### config.mk
export PLATFORM = sky130hd
export DESIGN_NAME = sos_coef_loader
export DESIGN_NICKNAME = d
export VERILOG_FILES = /design/src/rtl/sos_pkg.sv /design/src/rtl/sos_stab_check.sv /design/src/rtl/sos_coef_loader.sv
export SDC_FILE = /design/constraint.sdc
export NUM_CORES = 1
export LEC_CHECK = 0
export BUFFER_PORTS_ARGS = -buffer_cell sky130_fd_sc_hd__buf_2
export CAP_MARGIN = 20
export CORE_ASPECT_RATIO = 1.2
export CORE_UTILIZATION = 40
export CTS_BUF_LIST = sky130_fd_sc_hd__clkbuf_8
export CTS_CLUSTER_DIAMETER = 80
export DETAILED_ROUTE_END_ITERATION = 8
export PLACE_DENSITY = 0.68
export SYNTH_ARGS = -nofsm -noshare
export SYNTH_HDL_FRONTEND = slang
export SYNTH_SLANG_ARGS = --single-unit
### constraint.sdc
create_clock -name clk -period 3.38 [get_ports clk]
set_input_delay 0.169 -clock clk [delete_from_list [all_inputs] [get_ports clk]]
set_output_delay 0.169 -clock clk [all_outputs]
set_load 0.005 [all_outputs]
### src/rtl/sos_pkg.sv
// rtl/sos_pkg.sv - shared constants, coefficient index and FSM state types for the SOS coefficient loader
package sos_pkg;

    localparam logic signed [15:0] Q14_ONE      = 16'sh4000;
    localparam int                 COEF_PER_SEC = 5;

    typedef enum logic [2:0] {
        B0 = 3'd0,
        B1 = 3'd1,
        B2 = 3'd2,
        A1 = 3'd3,
        A2 = 3'd4
    } coef_idx_e;

    typedef enum logic [1:0] {
        IDLE  = 2'd0,
        LOAD  = 2'd1,
        CHECK = 2'd2,
        PEND  = 2'd3
    } state_e;

endpackage

### src/rtl/sos_stab_check.sv
// rtl/sos_stab_check.sv - combinational stability-triangle test for one section's a1/a2
module sos_stab_check
    import sos_pkg::*;
#(
    parameter int COEF_W = 16
) (
    input  logic [COEF_W-1:0] a1_i,
    input  logic [COEF_W-1:0] a2_i,
    output logic              stable_o
);

    localparam int EXT = 18 - COEF_W;

    logic signed [17:0] a1_x;
    logic signed [17:0] a2_x;
    logic signed [17:0] a1_abs;
    logic signed [17:0] a2_abs;
    logic signed [17:0] one_x;

    // Widen to 18 bits so |-2.0| and 1.0 + a2 never overflow, then test |a2| < 1 and |a1| < 1 + a2
    always_comb begin
        a1_x     = {{EXT{a1_i[COEF_W-1]}}, a1_i};
        a2_x     = {{EXT{a2_i[COEF_W-1]}}, a2_i};
        one_x    = {{2{Q14_ONE[15]}}, Q14_ONE};
        a1_abs   = a1_x[17] ? -a1_x : a1_x;
        a2_abs   = a2_x[17] ? -a2_x : a2_x;
        stable_o = (a2_abs < one_x) && (a1_abs < (one_x + a2_x));
    end

endmodule

### src/rtl/sos_coef_loader.sv
// rtl/sos_coef_loader.sv - shadow/active coefficient bank loader for the SOS cascade; optional COEF_STAB_CHECK_EN
module sos_coef_loader
    import sos_pkg::*;
#(
    parameter int NUM_SEC = 4,
    parameter int COEF_W  = 16
) (
    input  logic                                  clk,
    input  logic                                  rst_n,
    input  logic                                  s_valid,
    output logic                                  s_ready,
    input  logic [COEF_W-1:0]                     s_data,
    input  logic                                  s_last,
    input  logic                                  sample_tick,
    output logic [NUM_SEC*COEF_PER_SEC*COEF_W-1:0] coef_flat,
    output logic                                  load_done,
    output logic                                  load_err
);

    localparam int                N     = NUM_SEC * COEF_PER_SEC;
    localparam int                CNT_W = $clog2(N);
    localparam logic [COEF_W-1:0] ONE   = COEF_W'(Q14_ONE);

    state_e            state_q;
    logic [CNT_W-1:0]  cnt_q;
    logic              s_ready_q;
    logic              load_done_q;
    logic              load_err_q;
    logic [COEF_W-1:0] shadow_q [N];
    logic [COEF_W-1:0] active_q [N];

    logic              accept;
    logic [CNT_W-1:0]  wr_idx;
    logic              at_end;
    logic              swap;

`ifdef COEF_STAB_CHECK_EN
    localparam int CHK_W = (NUM_SEC > 1) ? $clog2(NUM_SEC) : 1;

    logic [CHK_W-1:0]  chk_q;
    logic              fail_q;
    logic [COEF_W-1:0] sec_a1;
    logic [COEF_W-1:0] sec_a2;
    logic              sec_stable;

    // Select the a1/a2 pair of the section being checked this cycle
    always_comb begin
        sec_a1 = '0;
        sec_a2 = '0;
        for (int k = 0; k < NUM_SEC; k++) begin
            if (chk_q == CHK_W'(k)) begin
                sec_a1 = shadow_q[k*COEF_PER_SEC + int'(A1)];
                sec_a2 = shadow_q[k*COEF_PER_SEC + int'(A2)];
            end
        end
    end

    sos_stab_check #(.COEF_W(COEF_W)) u_stab (
        .a1_i     (sec_a1),
        .a2_i     (sec_a2),
        .stable_o (sec_stable)
    );
`endif

    // Handshake decode: the first word of a load always lands in slot 0
    always_comb begin
        accept = s_valid && s_ready_q;
        wr_idx = (state_q == LOAD) ? cnt_q : '0;
        at_end = (wr_idx == CNT_W'(N - 1));
        swap   = (state_q == PEND) && sample_tick;
    end

    // Control FSM with registered ready and one-cycle status pulses
    always_ff @(posedge clk or negedge rst_n) begin
        if (!rst_n) begin
            state_q     <= IDLE;
            cnt_q       <= '0;
            s_ready_q   <= 1'b0;
            load_done_q <= 1'b0;
            load_err_q  <= 1'b0;
`ifdef COEF_STAB_CHECK_EN
            chk_q       <= '0;
            fail_q      <= 1'b0;
`endif
        end else begin
            load_done_q <= 1'b0;
            load_err_q  <= 1'b0;
            case (state_q)
                IDLE, LOAD: begin
                    s_ready_q <= 1'b1;
                    if (accept) begin
                        if (at_end && s_last) begin
                            s_ready_q <= 1'b0;
`ifdef COEF_STAB_CHECK_EN
                            state_q   <= CHECK;
                            chk_q     <= '0;
                            fail_q    <= 1'b0;
`else
                            state_q   <= PEND;
`endif
                        end else if (at_end || s_last) begin
                            load_err_q <= 1'b1;
                            state_q    <= IDLE;
                        end else begin
                            state_q <= LOAD;
                            cnt_q   <= wr_idx + CNT_W'(1);
                        end
                    end
                end
                CHECK: begin
`ifdef COEF_STAB_CHECK_EN
                    // One section per cycle; the verdict is taken after the last section
                    fail_q <= fail_q | ~sec_stable;
                    if (chk_q == CHK_W'(NUM_SEC - 1)) begin
                        if (fail_q || !sec_stable) begin
                            load_err_q <= 1'b1;
                            state_q    <= IDLE;
                            s_ready_q  <= 1'b1;
                        end else begin
                            state_q <= PEND;
                        end
                    end else begin
                        chk_q <= chk_q + CHK_W'(1);
                    end
`else
                    state_q   <= IDLE;
                    s_ready_q <= 1'b1;
`endif
                end
                PEND: begin
                    if (sample_tick) begin
                        state_q     <= IDLE;
                        s_ready_q   <= 1'b1;
                        load_done_q <= 1'b1;
                    end
                end
                default: begin
                    state_q   <= IDLE;
                    s_ready_q <= 1'b1;
                end
            endcase
        end
    end

    // Shadow capture on accepted words; whole-bank swap into active at the sample boundary
    always_ff @(posedge clk or negedge rst_n) begin
        if (!rst_n) begin
            for (int i = 0; i < N; i++) begin
                shadow_q[i] <= (i % COEF_PER_SEC == int'(B0)) ? ONE : '0;
                active_q[i] <= (i % COEF_PER_SEC == int'(B0)) ? ONE : '0;
            end
        end else begin
            if (accept) begin
                shadow_q[wr_idx] <= s_data;
            end
            if (swap) begin
                active_q <= shadow_q;
            end
        end
    end

    for (genvar g = 0; g < N; g++) begin : g_flat
        assign coef_flat[g*COEF_W +: COEF_W] = active_q[g];
    end

    assign s_ready   = s_ready_q;
    assign load_done = load_done_q;
    assign load_err  = load_err_q;

endmodule
[Word level (Yosys, flattened, before mapping)]
Index checks and enable logic that the tools add are counted.
Storage, ports and cells
  register bits: 650
  input bits: 21
  output and inout bits: 323
Operators by class
  add/sub/neg operators: 1
  order comparisons: 2
  eq/ne operators: 6
  mux-type cells: 19
  bitwise logic cells: 3
  reductions and logical operators: 9
Operators by type and width (number)
  320-bit bitwise mux: 1
  16-bit demux with 5-bit select: 1
  16-bit two-way mux: 1
  1-bit two-way mux: 10
  6-bit >= comparator (second input constant): 1
  6-bit by 1-bit less-than comparator with 1-bit output (second input constant): 1
  2-bit two-way mux: 3
  5-bit inverter with 6-bit output: 1
  2-bit case mux with 3 select lines: 1
  5-bit by 1-bit adder with 5-bit output (second input constant): 1
  5-bit == test (second input constant): 1
  5-bit two-way mux: 1
  2-bit == test (second input constant): 2
  1-bit logical AND: 4
  2-bit != test (second input constant): 2
  4-bit AND reduction: 1
  1-bit case mux with 3 select lines: 1
  2-bit by 1-bit == test with 1-bit output (second input constant): 1
  2-bit logical NOT: 1
  1-bit inverter: 2
  2-bit AND reduction: 1
  2-bit OR reduction: 1
  1-bit logical OR: 1

[Logic depth before layout (Yosys ltp)]
Gate-level depths: netlist (run 1).
  depth after elaboration: 8
  gate-level depth with buffers: 13
  gate-level depth less buffers: 10

[Least setup slack after synthesis (run 1)]
No wires, ideal clock.
  path type: register to register
  start: reg state_q[0]
  end: reg cnt_q[0]
  library setup time: 125 ps
  data arrival time: 2616 ps
  path slack: 639 ps
  cell stages (with the launch flop): 12
  buffers on the path: 3
  clock period less this slack: 2741 ps
  cell sequence: dfrtp_1 -> buf_4 -> and2b_1 -> buf_4 -> buf_6 -> and2_1 -> ha_1 -> nand4b_1 -> or3_1 -> ha_1 -> nand4b_1 -> mux2_2
Between the ends
  longest elaborated chain between the ends: 6
RTL lines
  start, declared: RTL line sos_coef_loader.sv:24  | state_e state_q;
  start signal, assigned: RTL line sos_coef_loader.sv:76  | state_q <= IDLE;
  start signal, assigned: RTL line sos_coef_loader.sv:99  | state_q <= PEND;
  start signal, assigned: RTL line sos_coef_loader.sv:103  | state_q <= IDLE;
  branches (longest 6 deep; another with 5-bit by 1-bit adder with 5-bit output)
  end signal, assigned: RTL line sos_coef_loader.sv:106  | cnt_q <= wr_idx + CNT_W'(1);
  end, declared: RTL line sos_coef_loader.sv:25  | logic [CNT_W-1:0] cnt_q;
Several ways; the timed one is not identified.
A chain may end at the register's enable or synchronous reset.

[Worst setup path after layout (run 1)]
  start: reg state_q[0]
  end: reg state_q[1]
Between the ends
  longest elaborated chain between the ends: 7
RTL lines
  2-bit by 1-bit == test with 1-bit output: RTL line sos_coef_loader.sv:68, sos_coef_loader.sv:88
  5-bit two-way mux: RTL line sos_coef_loader.sv:68  | wr_idx = (state_q == LOAD) ? cnt_q : '0;
  5-bit == test: RTL line sos_coef_loader.sv:69  | at_end = (wr_idx == CNT_W'(N - 1));
  1-bit logical AND: RTL line sos_coef_loader.sv:92  | if (at_end && s_last) begin
  2-bit two-way mux: RTL line sos_coef_loader.sv:92
  2-bit two-way mux: RTL line sos_coef_loader.sv:91  | if (accept) begin
  2-bit case mux with 3 select lines: RTL line sos_coef_loader.sv:88  | case (state_q)
Several ways; a longest one is shown, not always the timed one. The select of a mux whose other input is x is not followed.

==> impl.org, run 1 <==
** Synth
- Yosys printed 0 warnings.
- The number of nets in the synthesized netlist is 2,174.
- Register area share after synthesis :: 0.6537
- Per-instance average area after synthesis :: 11.60 µm²
- Of all flip-flops after synthesis, the portion carrying an async set or reset was 1.000.
- In this run, synthesis inferred 0 flip-flops with an integrated enable.
- Commonest register cell after synthesis :: sky130_fd_sc_hd__dfrtp_1
- Synth unique cells :: 36
- The synthesized design contains 650 register bits.
- The cell area that synthesis handed to floorplanning was roughly 25,000 µm².
- Number of instances in the synthesized netlist :: 2,147

** Floorplanning
- Row generation in the floorplan step produced 99 rows.
- 344 I/O pins were placed.
- The initial utilization of the core area, before any placement, comes to 0.4069.
- The die covers 63,250 µm².
- After floorplanning, the core was sized to cover around 61,000 µm².
- Die Y-Extent :: between 200 and 300 µm
- Floorplan die width :: 229.7 µm

** Drt
- After detailed routing, the number of remaining DRC violations is 0.
- For this block, the via count after detailed routing is 16,750.
- Drt pass-1 iters :: 5
- Average routed wire per standard cell :: between 15 and 20 µm
- Once detail routing completed, the nets flagged for antenna violations numbered 0.
- Vias per Instance :: 4.954
- Initial DRC Count :: between 1,000 and 1,500
- Total Routed Length :: about 65,000 µm

** GRT
- Summed over all layers, the global routing overflow is 0.
- The via count of the first global-routing pass is 17,160.
- Overall Global Routing Usage :: 0.2060
- Entering global routing, the biggest net connects 167 pins.
- Initial antenna violation count :: 6
- The first global-routing pass estimated 100,100 µm of wire.

** Layout
- The net count of the finished layout is ~2,500.
- In the final layout, the share of cells above drive strength 1 is 0.3375.
- Post-layout instance count excluding filler cells :: 3,381
- Leaving out fill and tap cells, the most frequent cell in the layout is sky130_fd_sc_hd__nand2_1.
- Fill cells in the final layout number 5,570.
- Compared with the post-synthesis result, the final layout area differs by 18.05%.
- The top cell types in the final layout, fill and taps aside, are sky130_fd_sc_hd__nand2_1 (968), sky130_fd_sc_hd__dfrtp_1 (642), sky130_fd_sc_hd__buf_2 (342).

** Clock tree
- CTS tree :: done
- Number of H-tree branching levels :: 3
- The number of hold buffers added after CTS was 4.
- Buffers inserted during clock tree synthesis total between 90 and 100.
- In this run the deepest clock path goes through 3 buffers.
- CTS saw 650 sinks.
- The tree is rooted in a sky130_fd_sc_hd__clkbuf_8.
- Clock-pin slew was measured on the worst setup and hold paths at 60 ps.
- The number of setup buffers added after CTS is 0.
- At the later pin of the worst-skew pair, clock insertion delay measures 700 ps.
- Once the clock tree was built, the resizer swapped 0 gates to a different size.

** Worst setup path
- STA puts the critical path data required time at 4010 ps.
- Path type of the worst setup path :: flip-flop to flip-flop
- Cell-by-cell listing of the critical path :: and2b_1 > nand2_1 > inv_1 > ha_1 > nand4b_1 > or3_1 > inv_1 > ha_1 > nand2_1 > o21ai_0 > dlygate4sd3_1
- Endpoint arrival time on the critical path :: 3640 ps
- Of all nets on the critical path, the largest fanout is 10.
- STA classifies the critical path startpoint as a flip-flop.
- Cell with the largest stage delay on the worst path :: sky130_fd_sc_hd__dfrtp_1
- For this run, the slowest stage of the critical path takes 580 ps.
- CP endpoint kind :: flip-flop

** Power and ir drop
- Design Power :: 18.50 mW
- Dividing total power by cell area gives a power density of 629.6 nW/µm².
- Summed over all cells, the static leakage comes to 16.70 nW.
- Peak supply drop :: about 0.00030 V

** Run
- Max-cap viol count :: 0

** Worst hold path
- Worst hold-check path type :: primary input to asynchronous set/reset pin

** STA
- Based on the critical path, the design can be clocked at up to 332.3 MHz.
- Adding up every negative setup slack in the final design gives 0 ps.
- The worst path in the final design needs a cycle of 3010 ps, including I/O delays and setup.
- Max Clock Skew :: 32.95 ps
- Number of pins with negative max-slew slack in the final report :: 0
- At the pin with the least slew margin, the transition time is 918.1 ps.
- Setup violators final :: 0
- In this run the tightest slew margin relative to its limit is 0.3879.
- Final period util :: 0.8904
- Final worst slack :: 370.3 ps
- The hold violation total from the final report was 0.
- Setup repair after global routing left no endpoint under its margin.

** Placed design
- The count of buffers added on input and output ports is 343.
- Once placement completed, the tool counted placed cells totaling between 3,000 and 4,000.
- Pre-CTS WS :: 513.5 ps
- Once detailed placement completed, the half-perimeter wirelength came to a little over 40,000 µm.
- RD Place Congestion :: 0.7836

** Run status
- The run finished with clean final reports.
-- cells by family after synthesis --
kind of cell             Yosys count  synth area share
AO/OA/AOI/OAI                      6          0.003015
adder cells (fa/ha/maj)            6          0.003015
buffers and inverters            144           0.02779
flip-flops                       650            0.6537
multiplexers                     323            0.1476
AND/OR/NAND/NOR                 1018            0.1649
-- cell usage after synthesis (all sizes together), types with 2 or more instances --
master / instances / share of area
nand4b: 11 / 0.0069
dfstp: 8 / 0.0084
inv: 4 / 0.00060
nand3: 13 / 0.0026
and2: 2 / 0.00050
ha: 6 / 0.0030
or4: 3 / 0.0011
buf: 64 / 0.016
dfrtp: 642 / 0.65
a21oi: 5 / 0.0028
nand2: 969 / 0.15
nor2: 4 / 0.0010
or3: 2 / 0.00050
clkbuf: 75 / 0.011
and4: 3 / 0.0011
nor4: 3 / 0.0026
mux2: 322 / 0.15
-- area by class of cell --
cell class	instances	area, µm²	area share
Inverter	5	26.28	0.0008940
Sequential cell	650	16280	0.5538
Tap cell	808	1011	0.03440
Timing Repair Buffer	379	2120	0.07212
Multi-Input combinational cell	1353	7941	0.2702
Clock buffer	120	1652	0.05620
Clock inverter	62	354.1	0.01205
Antenna cell	4	10.01	0.0003406
-- report_power, final --
| part | switching, mW | total [mW] | internal [mW] |
|---|---|---|---|
| sequential | 0.827 | 10.0 | 9.21 |
| combinational | 0.823 | 2.03 | 1.21 |
| clock | 3.10 | 6.44 | 3.34 |
| total | 4.75 | 18.5 | 13.8 |
-- flip-flops by register name (all words and copies together), names as in the netlist --
name       flops
load_done      1
coef_flat    320
shadow_q     320
s_ready        1
cnt_q          5
state_q        2
load_err       1
-- per-stage QoR --
stage / hold slack (ps) / cell area [µm²] / util
floorplan: -126.6 / 24900 / -
global placement: 217.8 / 27330 / 0.4467
detailed placement: 200.8 / 27330 / 0.4467
CTS: 0.03264 / 29380 / 0.4801
global route: 47.96 / 29380 / 0.4802
finish: 58.32 / 29390 / 0.4803
-- path summary, 6_finish.rpt --
kind	startpoint	endpoint	slack, ps	cells past startpoint
min reg2reg	shadow_q[305]	coef_flat[1]	440	2
min	rst_n	shadow_q[209]	60	2
max	state_q[0]	state_q[1]	370	11
max in group asynchronous	rst_n	coef_flat[175]	2210	3
min in group clk	s_data[15]	shadow_q[239]	70	2
max reg2reg	state_q[0]	state_q[1]	370	11
-- metal layers --
layer	GRT usage	up-vias	part of all wire
met5	0	-	0.00051
met4	0.06832	4	0.026
met3	0.05072	115	0.068
met2	0.3388	545	0.48
met1	0.2679	8549	0.43
li1	-	7538	-
-- critical path: cells and delay by family, from the launching register on --
| kind | cells | cell delay, ps |
|---|---|---|
| adders and majority gates | 2 | 560 |
| DFF | 1 | 580 |
| and+or+nand+nor | 5 | 960 |
| AOI/OAI and AO/OA | 1 | 70 |
| buffers and inverters | 3 | 760 |
(Power assumes the default switching activity.)
==> run 2: changes to the inputs <==
Settings changed: CORE_ASPECT_RATIO 1.2 to 0.8.
==> run 2 against run 1 <==
Against the previous run: clock power up 9.0%; global-route usage up 0.11 points; non-clock buffer count up 9; setup slack better by 210 ps; combinational power about the same; count of clock-buffer cells in the layout up 13; hold slack better by 31 ps; clock skew down 14 ps; sequential power about the same; first-iteration DRC count down 0.75%; critical path type unchanged; largest power group unchanged.
==> impl.org, run 2 (synthesized netlist as in run 1, its figures left out) <==
** Floorplanning
- Die Y-Extent :: between 200 and 250 µm
- From left edge to right edge, the die measures around 280 µm.
- The floorplan step defined a die boundary enclosing between 60,000 and 70,000 µm².
- The floorplan has 81 rows.
- Initial Utilization :: 0.4060
- Area of the placeable core :: 61,320 µm²
- Top-level I/O count :: 344

** GRT
- The initial antenna violation count was 6.
- Entering global routing, the biggest net connects ~180 pins.
- Summed over all layers, the global routing overflow is 0.
- Wire length of the first global-routing pass :: 99,870 µm
- Number of global-route vias before repair :: 17,180
- Across every metal layer, demand over resource in global routing totals 0.2071.

** Clock tree
- Clock-pin slew of the registers on the worst-case setup and hold paths :: 60 ps
- Buffers inserted during clock tree synthesis total 101.
- TritonCTS built the clock tree.
- Post-CTS Hold Buffers :: 4
- For the worst-skew pair, the clock arrives at the later sink with an insertion delay of 690 ps.
- CTS placed an instance of sky130_fd_sc_hd__clkbuf_8 at the clock tree root.
- CTS saw 650 sinks.
- Post_cts resized :: 0
- Number of H-tree branching levels :: 3
- Maximum buffer depth of the clock tree :: 3
- In this run the post-CTS setup repair buffer count came out at 0.

** Drt
- Before antenna repair, the detailed router went through 5 iterations.
- The detail route stage leaves a number of antenna-violating nets equal to 0.
- Via count :: 16,810
- For this run, design rule violations remaining after detail routing come to 0.
- Initial DRC Count :: 1,052
- Total Routed Length :: 65,540 µm
- Dividing the detail-routed wire length by the instance count gives 19.20 µm.
- Using the TritonRoute via totals, the vias-per-cell ratio works out to slightly below 5.

** Worst setup path
- At the worst endpoint, the required time is approximately 4000 ps.
- CP Buf/Inv Count :: 3
- On the worst path, the slowest cell contributes a delay of 600 ps.
- CP endpoint kind :: flip-flop
- Endpoint arrival time on the critical path :: 3410 ps
- The number of cells on the worst reg-to-reg path is 11.
- In this run the worst path has a maximum fanout of 10.
- In this run the critical register-to-register path is launched from state_q[0].
- The worst register-to-register path ends at state_q[1].
- Internal reg-to-reg setup slack :: about 580 ps
- Family with the most delay on the worst path :: simple AND/OR/NAND/NOR gates
- Cell with the largest stage delay on the worst path :: sky130_fd_sc_hd__dfrtp_1
- The critical path is of the flip-flop to flip-flop type.
- Critical Path Start Type :: flip-flop
- Cell-by-cell listing of the critical path :: and2b_1 > nand2_1 > inv_1 > ha_1 > nand4b_1 > or3_1 > inv_1 > ha_1 > nand2_1 > o21ai_0 > dlygate4sd3_1

** Layout
- The library cell used most frequently in the layout, excluding fill and tap cells, is sky130_fd_sc_hd__nand2_1.
- Seq. cell area :: roughly 16,000 µm²
- Compared with the post-synthesis result, the final layout area differs by 19.32%.
- Cell area after layout :: 29,710 µm²
- Post-layout instance count excluding filler cells :: 3,414
- For this run, the share of the core covered by cells in the final layout is 0.4845.
- Share of layout cells above drive strength 1 :: 0.3479
- Multi-input gate area :: between 7000 and 8000 µm²
- At the end of the flow, the number of nets in the layout was between 2,000 and 3,000.
- Fill cells in the final layout number 5,455.
- The library cells used most frequently in the layout, excluding fill and tap cells, are sky130_fd_sc_hd__nand2_1 (968), sky130_fd_sc_hd__dfrtp_1 (642), sky130_fd_sc_hd__buf_2 (342).

** Run
- Max-cap violations in this run came to 0.

** STA
- Setup slack closes at 581.7 ps.
- The number of max-slew violations in the final report came to 0.
- Of the available clock period, the critical path in the final layout requires 0.8279.
- The routed design could run at a clock period as short as 2798 ps.
- Setup TNS :: 0 ps
- At the pin with the least slew margin, the transition time is around 1000 ps.
- Max Clock Skew :: 18.45 ps
- Relative max-transition margin :: 0.3270
- Maximum clock frequency :: 357.4 MHz
- Setup violations remaining at the end of the flow were counted as 0.
- RSZ-0062 raised after global routing :: false
- Minimum hold slack :: about 90 ps
- Number of hold violations in the final report :: 0

** Power and ir drop
- IR analysis of the VDD net gives a maximum drop of between 0.0003 and 0.0004 V.
- Design Power :: 19.10 mW
- Leakage dissipation :: 16.80 nW
- Total power density per cell area :: 643.0 nW/µm²

** Run status
- Status :: completed

** Worst hold path
- The worst hold path was traced through 2 stages.
- The min-delay analysis places its worst path in the category primary input to flip-flop.
- Hold Crit Endpoint :: shadow_q[143]
- Hold path startpoint :: s_data[15]

** Placed design
- Buffers added on ports :: 343
- Detailed placement finished with a half-perimeter wire length of 41,250 µm.
- Placed insts :: 3,222
- In this run the cell area measured after placement is 27,450 µm².
- Pre-CTS WS :: 715.7 ps
- RD Place Congestion :: 0.8162
-- run 2: per-layer routing --
layer | GRT usage | part of all wire
met1 | 0.2841 | 0.45
met2 | 0.3329 | 0.48
met3 | 0.04240 | 0.049
met4 | 0.05905 | 0.020
met5 | 0 | 0.00012
-- run 2: worst max path at each step --
stage	startpoint	endpoint	slack (ps)	depth (start not counted)
finish	state_q[0]	state_q[1]	580	11
global route	state_q[0]	state_q[1]	370	11
CTS	state_q[0]	state_q[1]	640	11
detailed placement	state_q[1]	shadow_q[125]	720	8
global placement	state_q[0]	cnt_q[0]	770	9
floorplan	state_q[0]	cnt_q[0]	640	11
-- run 2: where the power goes --
group	switching (mW)	leakage (nW)	total [mW]	internal (mW)
Clock	3.10	1.23	7.02	3.91
Sequential	0.841	8.80	10.1	9.21
Combinational	0.823	6.76	2.04	1.21
Total	4.77	16.8	19.1	14.3
-- run 2: cell type report --
class | count | share of cell area
antenna | 3 | 0.0002527
clock buffer | 133 | 0.06162
clock inverter | 52 | 0.01264
inverter | 5 | 0.0008845
multi-input combinational | 1353 | 0.2673
sequential | 650 | 0.5479
tap | 830 | 0.03496
timing repair buffer | 388 | 0.07446
==> run 3: changes to the inputs <==
Clock period 3.38 ns to 2.61 ns, I/O delays scaled along.
==> run 3 against run 2 <==
Against the previous run: power up 30%; register-to-register slack worse by 480 ps; highest routed layer is now met4; flip-flop and latch count unchanged.
==> impl.org, run 3 (synthesized netlist as in run 1, its figures left out) <==
** Run status
- The flow ran to the end, and the final reports show no timing, DRC or antenna violations.

** Floorplanning
- Area of the placeable core :: 61,320 µm²
- Top-level I/O count :: 344
- The initial utilization of the core area, before any placement, comes to 0.4060.
- After floorplanning, the core was divided into just over 80 placement rows.
- In this run the horizontal extent of the chip is 280.9 µm.
- In this run the vertical extent of the chip is 225.1 µm.
- Die Outline Area :: around 63,000 µm²

** STA
- Based on the critical path, the design can be clocked at up to 398.8 MHz.
- Setup violations remaining at the end of the flow were counted as 0.
- Setup TNS :: 0 ps
- Dividing the final minimum period by the clock period gives 0.9607.
- On the final layout, the worst clock skew is 33.73 ps.
- Number of pins with negative max-slew slack in the final report :: 0
- Relative max-transition margin :: 0.4204
- RSZ-0062 raised after global routing :: false
- At the pin with the least slew margin, the transition time is 869.5 ps.
- Time the final worst path needs with I/O delays and setup :: 2508 ps
- The hold violation total from the final report was 0.
- Final worst slack :: 102.5 ps

** Clock tree
- The H-tree was split into 3 levels.
- Clock-pin slew of the registers on the worst-case setup and hold paths :: 70 ps
- CTS tree :: done
- The tree is rooted in a sky130_fd_sc_hd__clkbuf_8.
- Inserted Clock Buffers :: 103
- Maximum buffer depth of the clock tree :: 3
- Clock sinks :: 650
- The clock reaches the later pin of the worst-skew pair after 690 ps.
- Setup bufs post-CTS :: 0

** Worst setup path
- Together, buffers and inverters on the worst path number 3.
- For flop-to-flop paths, the worst setup slack is 100 ps.
- Launching point of the worst reg2reg path :: state_q[1]
- On the worst path, the slowest cell contributes a delay of 560 ps.
- The signal on the critical path passes through and2b_2 > nand2_2 > inv_2 > ha_4 > nand4b_1 > or3_4 > inv_1 > ha_1 > a21oi_1 > dlygate4sd3_1.
- Among cell families on the critical path, the largest total delay comes from simple AND/OR/NAND/NOR gates.
- Worst reg2reg path depth :: 10
- Total stage count of the critical path :: 10
- The slowest stage of the critical path is the sky130_fd_sc_hd__dlygate4sd3_1 cell.
- STA classifies the critical path startpoint as a flip-flop.
- The endpoint identified for the worst register-to-register timing path is s_ready.
- Data on the critical path arrives at its endpoint at 3080 ps.
- Largest fanout on the critical path :: 6
- The worst setup path is captured at a flip-flop.
- Path type of the worst setup path :: flip-flop to flip-flop
- For the worst setup path, the data required time is between 3000 and 4000 ps.

** Layout
- For this run, the post-layout net count is roughly 2,500.
- Syn-to-layout area delta :: 20.39%
- Most frequent cells in the layout :: sky130_fd_sc_hd__nand2_1 (967), sky130_fd_sc_hd__dfrtp_1 (642), sky130_fd_sc_hd__buf_2 (342)
- In the final layout, the share of cells above drive strength 1 is 0.3486.
- Leaving out fill and tap cells, the most frequent cell in the layout is sky130_fd_sc_hd__nand2_1.
- The layout has about 5,500 filler cells.

** Placed design
- Pre-CTS WS :: between 150 and 200 ps
- Buffers added on ports :: between 300 and 400
- The congestion estimate from routability-driven global placement came to 0.8168.
- The HPWL after detailed placement is between 40,000 and 50,000 µm.

** Drt
- After the first detailed-routing iteration, the DRC count stood at between 1,000 and 1,500.
- Once detail routing completed, the nets flagged for antenna violations numbered 0.
- After detailed routing, the average wire length per cell comes to just under 20 µm.
- Via count :: 16,850
- Drt pass-1 iters :: 5
- The final layout contains routed wiring with a total length of 66,420 µm.
- Dividing the detail-routed via count by the number of cells gives between 4 and 5.
- Final routed DRC violation total :: 0

** GRT
- Maximum number of pins on one net before global-route repair :: about 130
- The total overflow left after global routing is 0.
- Across every metal layer, demand over resource in global routing totals 0.2102.
- Initial antenna violation count :: 4
- Number of global-route vias before repair :: between 15,000 and 20,000
- The first global-routing pass estimated 100,900 µm of wire.

** Power and ir drop
- Leakage dissipation :: 16.94 nW
- Peak supply drop :: roughly 0.00048 V
- Design Power :: 24.91 mW
- Total power density per cell area :: 831.0 nW/µm²

** Worst hold path
- Worst hold-check path type :: primary input to asynchronous set/reset pin

** Run
- Max-cap viol count :: 0
-- run 3: cell types whose count changed in the layout (fill, tap and decap cells not counted), moves of 2 or more --
cell and delta:
sky130_fd_sc_hd__inv_2 +2, sky130_fd_sc_hd__inv_1 +16, sky130_fd_sc_hd__dlygate4sd3_1 +2, sky130_fd_sc_hd__buf_4 +5, sky130_fd_sc_hd__ha_1 -2, sky130_fd_sc_hd__clkinv_2 -11, sky130_fd_sc_hd__buf_12 +7, sky130_fd_sc_hd__ha_4 +2
sky130_fd_sc_hd__clkbuf_8 -2
-- run 3: layer usage --
metal | wire (µm) | track usage
met3 | 3774 | 0.04955
met2 | 32350 | 0.3391
met4 | 1240 | 0.05940
met5 | 0 | 0
met1 | 29050 | 0.2829
-- run 3: stage by stage --
step	std cells	utilization	hold slack, ps	instance area (µm²)
CTS	3432	0.4886	21.98	29960
floorplan	2147	-	-165.1	24940
finish	3434	0.4888	71.19	29970
detailed placement	3234	0.4511	203.8	27660
global placement	3234	0.4511	196.7	27660
global route	3433	0.4888	39.14	29970
-- run 3: final cells by class --
class | instances | area [µm²] | area share
Antenna cell | 2 | 5.005 | 0.0001670
Inverter | 5 | 26.28 | 0.0008766
Clock buffer | 131 | 1803 | 0.06015
Timing Repair Buffer | 402 | 2410 | 0.08040
Clock inverter | 61 | 437.9 | 0.01461
Sequential cell | 650 | 16280 | 0.5430
Multi-Input combinational cell | 1353 | 7978 | 0.2662
Tap cell | 830 | 1039 | 0.03465
-- run 3: worst max-delay path by stage --
stage	start	endpoint	slack [ps]
global route	state_q[1]	state_q[1]	6
floorplan	state_q[0]	shadow_q[229]	8
global placement	state_q[0]	cnt_q[3]	230
CTS	state_q[1]	s_ready	40
finish	state_q[1]	s_ready	100
detailed placement	state_q[1]	cnt_q[0]	190
-- run 3: report_power, final --
| group | internal [mW] | switching (mW) | leakage (nW) |
|---|---|---|---|
| Combinational | 1.63 | 1.15 | 6.85 |
| Sequential | 11.9 | 1.03 | 8.80 |
| Clock | 5.12 | 4.05 | 1.30 |
| Total | 18.7 | 6.23 | 16.9 |
-- run 3: what timing repair did --
item	4_1_cts	5_1_grt
resized for setup	0	3
endpoints found under the hold margin	355	0
setup endpoints to repair	0	4
hold buffers	6	0
